--- config.mk ---
export PLATFORM = sky130hd
export DESIGN_NAME = pkg_const_streamer
export DESIGN_NICKNAME = d
export VERILOG_FILES = /design/src/rtl/pkg_const_streamer_pkg.sv /design/src/rtl/pkg_const_streamer.sv
export SDC_FILE = /design/constraint.sdc
export NUM_CORES = 1
export LEC_CHECK = 0
export BUFFER_PORTS_ARGS = -buffer_cell sky130_fd_sc_hd__buf_2
export CAP_MARGIN = 20
export CORE_UTILIZATION = 40
export DETAILED_ROUTE_END_ITERATION = 10
export GPL_TIMING_DRIVEN = 0
export PLACE_DENSITY_LB_ADDON = 0.08
export RECOVER_POWER = 25
export SYNTH_ARGS = -nofsm -noshare
export SYNTH_HDL_FRONTEND = slang
export SYNTH_SLANG_ARGS = --single-unit
--- constraint.sdc ---
create_clock -name clk -period 3 [get_ports clk]
set_input_delay 0.3 -clock clk [delete_from_list [all_inputs] [get_ports clk]]
set_output_delay 0.3 -clock clk [all_outputs]
set_load 0.005 [all_outputs]
--- src/rtl/pkg_const_streamer_pkg.sv ---
// Shared definitions for the constant-table streamer: table geometry, FSM
// states, entry record and the lookup/beat helpers used by the top.
package pkg_const_streamer_pkg;

  localparam int unsigned MAX_W       = 128;
  localparam int unsigned NUM_ENTRIES = 6;

  typedef enum logic {
    ST_IDLE = 1'b0,
    ST_SEND = 1'b1
  } state_e;

  typedef struct packed {
    logic [MAX_W-1:0] value;
    logic [7:0]       width;
  } entry_t;

  // Values are zero-extended to MAX_W; out-of-range indices return an empty entry.
  function automatic entry_t lookup(input logic [31:0] idx);
    entry_t e;
    e.value = '0;
    e.width = 8'd0;
    case (idx)
      32'd0: begin e.value = MAX_W'(5);                 e.width = 8'd32;  end
      32'd1: begin e.value = MAX_W'(8);                 e.width = 8'd32;  end
      32'd2: begin e.value = MAX_W'(64'h5a89901af1);    e.width = 8'd64;  end
      32'd3: begin e.value = MAX_W'(100'h5a89901af1);   e.width = 8'd100; end
      32'd4: begin e.value = MAX_W'(11);                e.width = 8'd32;  end
      32'd5: begin e.value = MAX_W'(4);                 e.width = 8'd32;  end
      default: begin e.value = '0;                      e.width = 8'd0;   end
    endcase
    return e;
  endfunction

  function automatic logic [MAX_W-1:0] width_mask(input logic [7:0] width);
    return ~({MAX_W{1'b1}} << width);
  endfunction

  function automatic int unsigned beat_count(input logic [7:0] width, input int unsigned dw);
    return (32'(width) + dw - 1) / dw;
  endfunction

endpackage

--- src/rtl/pkg_const_streamer.sv ---
// Streams one constant-table entry per request as DATA_W-wide beats, LSB
// chunk first, over a valid/ready response channel.
module pkg_const_streamer
  import pkg_const_streamer_pkg::*;
#(
  parameter int DATA_W = 32,
  parameter int IDX_W  = 3
) (
  input  logic              clk,
  input  logic              rst,
  input  logic              req_valid,
  output logic              req_ready,
  input  logic [IDX_W-1:0]  req_idx,
  output logic              rsp_valid,
  input  logic              rsp_ready,
  output logic [DATA_W-1:0] rsp_data,
  output logic              rsp_last,
  output logic              rsp_err,
  output logic [15:0]       served_cnt
);

  // Handshakes: a request transfers on req_valid && req_ready, a beat on
  // rsp_valid && rsp_ready; a presented beat holds until it transfers.
  localparam int BEAT_W = $clog2(MAX_W / 8) + 1;

  state_e              state_q, state_d;
  logic [BEAT_W-1:0]   beat_q, beat_d;
  logic [BEAT_W-1:0]   last_beat_q, last_beat_d;
  logic [MAX_W-1:0]    value_q, value_d;
  logic                err_q, err_d;
  logic [15:0]         served_q, served_d;

  entry_t              entry;
  logic                idx_oob;
  logic [7:0]          shift_amt;

  always_comb begin
    entry       = lookup(32'(req_idx));
    idx_oob     = 32'(req_idx) >= NUM_ENTRIES;
    state_d     = state_q;
    beat_d      = beat_q;
    last_beat_d = last_beat_q;
    value_d     = value_q;
    err_d       = err_q;
    served_d    = served_q;
    case (state_q)
      ST_IDLE: begin
        if (req_valid) begin
          state_d = ST_SEND;
          beat_d  = '0;
          if (idx_oob) begin
            value_d     = '0;
            last_beat_d = '0;
            err_d       = 1'b1;
          end else begin
            value_d     = entry.value & width_mask(entry.width);
            last_beat_d = BEAT_W'(beat_count(entry.width, DATA_W) - 1);
            err_d       = 1'b0;
          end
        end
      end
      ST_SEND: begin
        if (rsp_ready) begin
          if (beat_q == last_beat_q) begin
            state_d  = ST_IDLE;
            beat_d   = '0;
            served_d = served_q + 16'd1;
          end else begin
            beat_d = beat_q + BEAT_W'(1);
          end
        end
      end
      default: state_d = ST_IDLE;
    endcase
  end

  always_ff @(posedge clk) begin
    if (rst) begin
      state_q     <= ST_IDLE;
      beat_q      <= '0;
      last_beat_q <= '0;
      value_q     <= '0;
      err_q       <= 1'b0;
      served_q    <= 16'd0;
    end else begin
      state_q     <= state_d;
      beat_q      <= beat_d;
      last_beat_q <= last_beat_d;
      value_q     <= value_d;
      err_q       <= err_d;
      served_q    <= served_d;
    end
  end

  // Outputs are gated by SEND so stale latched data never leaks in IDLE.
  always_comb begin
    shift_amt  = 8'(beat_q) * 8'(DATA_W);
    req_ready  = (state_q == ST_IDLE);
    rsp_valid  = (state_q == ST_SEND);
    rsp_data   = '0;
    rsp_last   = 1'b0;
    rsp_err    = 1'b0;
    if (state_q == ST_SEND) begin
      rsp_data = DATA_W'(value_q >> shift_amt);
      rsp_last = (beat_q == last_beat_q);
      rsp_err  = err_q;
    end
    served_cnt = served_q;
  end

endmodule

==> flow_summary_export.csv <==
group,metric,value,unit
cts,cts.repair.resized,0,
sta,fmax,366,MHz
synth,synth_common_cells,"dfxtp_1 (33), buf_4 (26), nor2_1 (24)",
synth,synth-seq-cells,33,
cells_and_area,fin_cells,375,
synth,ys_types,39,
cells_and_area,multi_input_comb_area,1170,um^2
grt,use_met3,3.57,%
critical_path,r2r_slack,1170,ps
sta,finalHoldViolations,0,
worst_hold_path,hold_end,"rsp_valid$_SDFF_PP0_",
synth,yosysTopAreaCellShare,32.1,%
power,p_leak,1.07,nW
critical_path,crit_type,"flip-flop to output port",
sta,slew_violations,0,
cts,cts_setup_buffers,0,
synth,syn_inst,245,
cells_and_area,regArea,661,um^2
grt,antenna_found_initial,0,
sta,setup_tns,0,ps
drt,ant_nets,0,
critical_path,cp-end-kind,"output port",
grt,gr-usage-met1,23.8,%
synth,synth.yosys.seq_area_share,32.1,%
cts,cts_sinks,33,
cells_and_area,nFillCells,494,
cts,h-tree-depth,2,
grt,grt_usage,17.2,%
synth,synth_area,2060,um^2
cts,cts_hold_buf,0,
drt,wl_per_cell,11.7,um
synth,yosysWarnings,0,
drt,drt_iter0_drc,73,
drt,drt_first_pass_iters,4,
worst_hold_path,hp-start,"req_valid",
critical_path,slowest_stage,"nor3_1",
placed_design,io_buffers,41,
critical_path,crit_chain,"inv_1 -> or3_2 -> nor3_1 -> buf_4 -> buf_2",
sta,fin_hold_ws,291,ps
die,io_pins,59,
critical_path,reg2regPathDepth,5,
placed_design,placedCellCount,368,
cts,cts_buffers,5,
die,die_x,73.7,um
synth,ys.flop_type,"dfxtp_1",
drt,routed_wl,4.39,mm
sta,post-route-min-period,2730,ps
cells_and_area,nets,320,
grt,top_usage_layer,"met2",
die,coreArea,4850,um^2
critical_path,r2r_start,"served_cnt[0]$_SDFFE_PP0P_",
cts,path_clk_slew,60,ps
power,power_density,387,nW/um^2
cells_and_area,antenna_cells,0,
run_status,outcome,"finished, final reports clean",
sta,tightestPinTransition,879,ps
die,rows,25,
critical_path,start_kind,"flip-flop",
cts,cts_tree,"yes",
placed_design,dp_hpwl,3.32,mm
sta,finalCritPeriodShare,91.0,%
critical_path,cp_num_buf_inv,3,
sta,slew_headroom,41.0,%
grt,grt_remaining_overflow,0,
cts,clockRootBuffer,"clkbuf_8",
synth,synth_edf_count,0,
die,chipHeight,73.7,um
critical_path,reg2reg_to,"served_cnt[12]$_SDFFE_PP0P_",
drt,via_per_inst,4.71,
worst_hold_path,whs_path_depth,3,
sta,setup-violations-final,0,
critical_path,cp_max_fo,10,
worst_hold_path,hold_path_class,"input port to flip-flop",
drt,drc_errors,0,
critical_path,critPathTopFamily,"simple AND/OR/NAND/NOR gates",
sta,rsz0062_at_grt,"no",
grt,grt_pass1_wl,7.11,mm
drt,vias,1768,
power,ir_worst_vdd,313,uV
cts,insertion_delay,290,ps
cts,clockBufferDepth,2,
cells_and_area,syn2layout_area_growth,20.1,%
die,initial_core_util,42.4,%
placed_design,gp_congestion,0.755,
synth,syn_avg_cell_area,8.40,um^2
grt,grt_max_degree,11,
run,cap_violations,0,
cells_and_area,drive_gt1_share,27.3,%
synth,yosysMostFrequentCell,"dfxtp_1",
grt,grt_pass1_vias,1512,
sta,clock_skew,5.79,ps
grt,grtUsageMet2,26.2,%
die,dieArea,5430,um^2
synth,synthArstFlopShare,0,%
critical_path,cp.required,2700,ps
synth,synth_top_area_cell,"dfxtp_1",
critical_path,slowest_delay,700,ps
critical_path,cp.arrival,2430,ps
synth,synth.area.top_cells,"dfxtp_1 (32%), buf_4 (9.5%), mux2_2 (7.1%)",
## registers in the layout, summed over array words and instances, names as in the netlist
signal       count
err_q            1
last_beat_q      5
value_q          5
rsp_valid        1
beat_q           5
served_cnt      16
## cells by family after synthesis
family | count (synthesis) | share of synthesized area [%]
adder cells (fa/ha/maj) | 5 | 3.04
flip-flops | 33 | 32.1
multiplexers | 14 | 7.60
AO/OA/AOI/OAI | 23 | 6.39
XOR/XNOR | 9 | 6.39
AND/OR/NAND/NOR | 116 | 30.6
other | 1 | 0.182
buffers and inverters | 44 | 13.7
## worst register-to-register path: stages, from the launching register on
cell and delay [ps]:
dfxtp_1 380, ha_1 210, and4_1 250, nand4b_1 240, nor4_1 290, mux2_2 370
## worst max path at each step
| stage | startpoint | depth (start not counted) | endpoint |
|---|---|---|---|
| 6_report | rsp_valid$_SDFF_PP0_ | 5 | rsp_data[12] |
| 5_1_grt | rsp_valid$_SDFF_PP0_ | 5 | rsp_data[27] |
| 4_1_cts | rsp_valid$_SDFF_PP0_ | 5 | rsp_data[12] |
| 3_5_place_dp | rsp_valid$_SDFF_PP0_ | 5 | rsp_data[12] |
| 3_3_place_gp | rsp_valid$_SDFF_PP0_ | 5 | rsp_data[20] |
| 2_1_floorplan | rsp_valid$_SDFF_PP0_ | 4 | rsp_data[11] |
## power by group
part	total (W)	switching (W)	leakage, nW	internal [W]
Clock	0.000338	0.000156	0.0443	0.000182
Combinational	0.000159	0.0000906	0.757	0.0000683
Sequential	0.000460	0.0000112	0.267	0.000448
Total	0.000956	0.000258	1.07	0.000699
## metal layers
metal / up-vias / wire (um)
met5: - / 0
met4: 0 / 59
met3: 6 / 250
met2: 62 / 1890
met1: 779 / 2190
li1: 921 / -
## metrics by stage
| stage | util [%] | worst slack [ps] | power [W] | area (um^2) |
|---|---|---|---|---|
| floorplan | - | 871 | 0.000585 | 2110 |
| global placement | 49.5 | 524 | 0.000627 | 2400 |
| detailed placement | 49.5 | 516 | 0.000628 | 2400 |
| CTS | 51.3 | 198 | 0.000968 | 2490 |
| global route | 51.0 | 0.844 | 0.00100 | 2470 |
| finish | 51.0 | 271 | 0.000956 | 2470 |
## cell type report
type                            instances  area share [%]
Timing Repair Buffer                   41            7.59
Multi-Input combinational cell        183            47.4
Tap cell                               67            3.39
Sequential cell                        33            26.7
Clock buffer                            7            3.49
Buffer                                 38            10.5
Inverter                                6           0.911
## cells in the final DEF, fill, tap and decap left out, drive strengths merged
cell and count:
buf 59, dfxtp 33, clkbuf 27, nor2 24
nand2 20, conb 16, nor2b 15, a21oi 13
mux2 13, nor3 12, nor4 9, nand3 9
inv 6, and2 6, nand4 6, nand2b 5
xor2 5, ha 5, o21ai 4, xnor2 4
and4 3, or3 3, o211ai 2, o21a 1
mux2i 1, nand3b 1, and3 1, nand4b 1
a22oi 1, a32oi 1, o31ai 1, or4 1
Power figures use the tool's default switching activity.
